`config.mk`:
```
export PLATFORM = sky130hd
export DESIGN_NAME = priority_line_encoder
export DESIGN_NICKNAME = d
export VERILOG_FILES = /design/src/rtl/priority_line_encoder.sv
export SDC_FILE = /design/constraint.sdc
export NUM_CORES = 1
export LEC_CHECK = 0
export BUFFER_PORTS_ARGS = -buffer_cell sky130_fd_sc_hd__buf_4
export CORE_MARGIN = 3
export CORE_UTILIZATION = 45
export CTS_BUF_LIST = sky130_fd_sc_hd__clkbuf_4
export DETAILED_ROUTE_END_ITERATION = 10
export HOLD_SLACK_MARGIN = 0.02
export PLACE_DENSITY = 0.68
export SKIP_CTS_REPAIR_TIMING = 1
export SLEW_MARGIN = 40
export SYNTH_ARGS = -nofsm -noshare
export SYNTH_HDL_FRONTEND = slang
export SYNTH_SLANG_ARGS = --single-unit
```
`constraint.sdc`:
```
create_clock -name Clock -period 4.4 [get_ports Clock]
set_input_delay 1.32 -clock Clock [delete_from_list [all_inputs] [get_ports Clock]]
set_output_delay 1.32 -clock Clock [all_outputs]
set_load 0.05 [all_outputs]
```
`src/rtl/priority_line_encoder.sv`:
```
// Sequential 8-to-3 priority encoder: sticky pending capture of event lines,
// highest-priority pending line presented as {A,B,C} under Valid/Ready.
//
// state   | meaning
// IDLE    | nothing presented, Valid=0; loads a code once pending is non-zero
// PRESENT | {A,B,C} holds a valid code, Valid=1; reloads or idles on Ready
module priority_line_encoder #(
  parameter int LINES  = 8,
  parameter int CODE_W = 3
) (
  input  logic             Clock,
  input  logic             Resetn,
  input  logic             Enable,
  input  logic [LINES-1:0] F,
  input  logic             Ready,
  output logic             A,
  output logic             B,
  output logic             C,
  output logic             Valid,
  output logic [LINES-1:0] Pending,
  output logic             Overrun
);

  typedef enum logic {IDLE = 1'b0, PRESENT = 1'b1} state_t;

  state_t              state_q;
  logic [CODE_W-1:0]   code_q;
  logic [LINES-1:0]    pending_q;
  logic [LINES-1:0]    pending_d;
  logic [LINES-1:0]    clr;
  logic [LINES-1:0]    pend_masked;
  logic                overrun_q;
  logic                overrun_d;
  logic                accept;

  // Line F[7-k] maps to code k, so the highest set index yields the smallest code.
  function automatic logic [CODE_W-1:0] encode(input logic [LINES-1:0] p);
    logic [CODE_W-1:0] code;
    code = '0;
    for (int i = 0; i < LINES; i++) begin
      if (p[i]) code = CODE_W'(LINES - 1 - i);
    end
    return code;
  endfunction

  always_comb begin
    accept      = (state_q == PRESENT) && Ready;
    clr         = '0;
    if (accept) clr = LINES'(1) << (CODE_W'(LINES - 1) - code_q);
    pend_masked = pending_q & ~clr;
    pending_d   = pend_masked;
    overrun_d   = overrun_q;
    if (Enable) begin
      pending_d = pend_masked | F;
      overrun_d = overrun_q | (|(F & pend_masked));
    end
  end

  always_ff @(posedge Clock or negedge Resetn) begin
    if (!Resetn) begin
      pending_q <= '0;
      overrun_q <= 1'b0;
    end else begin
      pending_q <= pending_d;
      overrun_q <= overrun_d;
    end
  end

  // Reload decisions use only lines pending before this edge.
  always_ff @(posedge Clock or negedge Resetn) begin
    if (!Resetn) begin
      state_q <= IDLE;
      code_q  <= '0;
    end else begin
      case (state_q)
        IDLE: begin
          if (|pending_q) begin
            code_q  <= encode(pending_q);
            state_q <= PRESENT;
          end
        end
        PRESENT: begin
          if (Ready) begin
            if (|pend_masked) begin
              code_q  <= encode(pend_masked);
              state_q <= PRESENT;
            end else begin
              state_q <= IDLE;
            end
          end
        end
        default: state_q <= IDLE;
      endcase
    end
  end

  assign A       = code_q[2];
  assign B       = code_q[1];
  assign C       = code_q[0];
  assign Valid   = (state_q == PRESENT);
  assign Pending = pending_q;
  assign Overrun = overrun_q;

endmodule

```
==> results by group <==
Place
  – Placer Congestion: 0.880
  – Place WS: 1.65 ns
  – Placed cell area: 0.00103 sq mm
  – Input/output buffers: 24
  – Detailed Place HPWL: 1590 microns

Timing
  – Peak Freq: 406 MHz
  – Slew @ Worst Pin: 0.452 ns
  – Crit path time final: 2.46 ns
  – Setup ws final: 1.94 ns
  – RSZ-0062 raised after global routing: false
  – Normalized max-slew margin: 69.5%
  – Final setup violation count: 0
  – Period utilisation layout: 56.0%
  – Setup TNS: 0 ns
  – Final hold violations: 0
  – Clk_skew: 0.000816 ns
  – Final slew viol count: 0

Global routing
  – Number of global-route vias before repair: 782
  – Largest net degree at the start of global routing: 14
  – First-pass GRT wire length: 3520 microns
  – Grt total ovfl: 0
  – GRT Util Overall: 18.7%
  – Initial antenna violation count: 0

Power
  – Psw: 298 uW
  – Sw Share: 50.3%
  – Sequential share of power: 33.9%
  – Worst VDD drop: 0.258 mV
  – Overall power: 593 uW
  – Clk pwr share: 13.6%
  – Leak: 0.000435 uW
  – Power Density: 559 mW/mm^2
  – Pint: 295 uW
  – Part of the power in combinational logic: 52.5%

Floorplan
  – Die height: 49.4 microns
  – Row Count: 15
  – DIE WIDTH: 49.4 microns
  – Die ar.: 0.00244 sq mm
  – Core ar.: 0.00175 sq mm
  – Num ports: 25
  – Starting Density: 48.5%

Final layout
  – Most common cell after layout, fill and taps aside: buf_4
  – Final Util: 60.8%
  – Design Area, Final: 0.00106 sq mm
  – Area Overhead vs Synth: 25.4%
  – Commonest cells after routing, fill and taps aside: 24 x buf_4, 15 x nand2_1, 13 x dfrtp_1
  – Diodes inserted: 0
  – Ratio of cells with drive above 1 in the final layout: 30.5%
  – Total Nets Final: 131

Synthesis
  – Post-Synth Simple-Gate Area: 24.3%
  – Post-Syn Instances: 93
  – Register area share after synthesis: 38.5%
  – Mapped Avg Cell Area: 9.09 sq um
  – Mux cell area share after synthesis: 2.66%
  – Synth cell types: 37
  – Syn nets: 105
  – Post-synth ARST share: 100%
  – Synth Warn #: 0
  – Post-synthesis compound-gate area fraction: 29.3%
  – Post-synth EDFFs: 0
  – Synth Cell Area: 846 sq um
  – Yosys top cell area share: 38.5%
  – XOR/XNOR share of the synthesized area: 0%
  – Largest family of logic cells by synthesized area: compound AO/OA/AOI/OAI gates
  – Number of synthesized register bits: 13
  – Adder and majority gate portion of the synthesized area: 0%
  – Top_reg_cell synth: dfrtp_1
  – Cell taking the most area after synthesis: dfrtp_1
  – Synth area leaders: dfrtp_1 38%, nand2_1 6.7%, o21a_1 4.4%

CTS
  – CTS buffer count: 3
  – Max Root-Sink Buffers: 2
  – Clk sink count: 13
  – CTS tree: done
  – Root Buffer Master: clkbuf_4
  – Htree depth: 1
  – Insertion delay to the later sink of the worst-skew pair: 0.28 ns
  – Clock transition at path regs: 0.08 ns

Route
  – Starting DRT DRC Count: 24
  – Post-route ant nets: 0
  – Drt first pass iters: 5
  – Vias: 804
  – DR vias/cell: 5.62
  – Final wirelength: 2010 microns
  – WL/cell: 14.0 microns
  – # DRC: 0

Worst setup path
  – Worst EP arrival: 2.63 ns
  – Crit Path Class: in2reg
  – CP endpoint kind: register
  – Startpoint types: input pin
  – Crit path required time: 4.56 ns
  – Crit path max fanout: 7

Run status
  – Status: completed

Min path
  – HP Class: reg2reg

Job
  – Maxcap violations: 0
## cell usage after synthesis, drive strengths merged, types with 2 or more instances
| library cell | number |
|---|---|
| o31ai | 2 |
| buf | 2 |
| inv | 5 |
| mux2 | 2 |
| nand2 | 15 |
| nand3 | 2 |
| nor2b | 2 |
| nor3 | 2 |
| nand2b | 3 |
| a21o | 4 |
| nand4 | 3 |
| o21a | 5 |
| dfrtp | 13 |
| o21ai | 4 |
| a21oi | 4 |
| a22oi | 2 |
| nor2 | 8 |
## power by group through the flow
stage / Sequential [uW] / Combinational [uW] / Clock [uW]
floorplan: 290 / 136 / 0
global placement: 200 / 311 / 0
detailed placement: 202 / 310 / 0
CTS: 200 / 311 / 83.7
global route: 208 / 333 / 88.5
finish: 201 / 311 / 80.6
## path summary, 6_finish.rpt
| check | start | endpoint | slack [ns] | depth (start not counted) |
|---|---|---|---|---|
| hold reg to reg | Overrun | Overrun | 0.47 | 1 |
| setup / recovery | Ready | code_q[1] | 1.94 | 7 |
| max in group asynchronous | Resetn | Overrun | 3.36 | 1 |
| setup reg to reg | Valid | code_q[1] | 2.50 | 6 |
| hold / removal | Overrun | Overrun | 0.47 | 1 |
| min in group asynchronous | Resetn | Valid | 0.87 | 1 |
## metrics by stage
step	cells	hold WS [ns]
6_report	143	0.469
5_1_grt	143	0.499
4_1_cts	143	0.473
3_5_place_dp	139	0.453
3_3_place_gp	139	0.446
2_1_floorplan	93	0.764
## critical path: stages
cell and delay, ns:
buf_4 0.11, nand4b_1 0.14, o21a_1 0.25, nor2_2 0.20, nand4_2 0.14, nand3_2 0.13
mux2_1 0.33
## cell families after synthesis
| kind of cell | count (synthesis) |
|---|---|
| compound gates | 32 |
| buf+inv | 8 |
| simple gates | 38 |
| flops | 13 |
| mux | 2 |
## layout make-up
| class | instances | area [sq um] |
|---|---|---|
| Inverter | 5 | 18.8 |
| Timing Repair Buffer | 24 | 180 |
| Clock buffer | 4 | 30.0 |
| Tap cell | 25 | 31.3 |
| Multi-Input combinational cell | 72 | 475 |
| Fill cell | 160 | 684 |
| Sequential cell | 13 | 325 |
## per-layer routing
layer  vias to the layer above  track usage [%]  routed length [microns]
met5                         -                0                        0
met4                         0             5.69                       17
met3                         4             3.67                      113
met2                        31             30.4                      964
met1                       373             25.0                      909
li1                        396                -                        -
## flip-flops by register name, indices dropped and copies added, names as in the netlist
register / count
Pending: 8
code_q: 3
Overrun: 1
Valid: 1
Power figures use the tool's default switching activity.
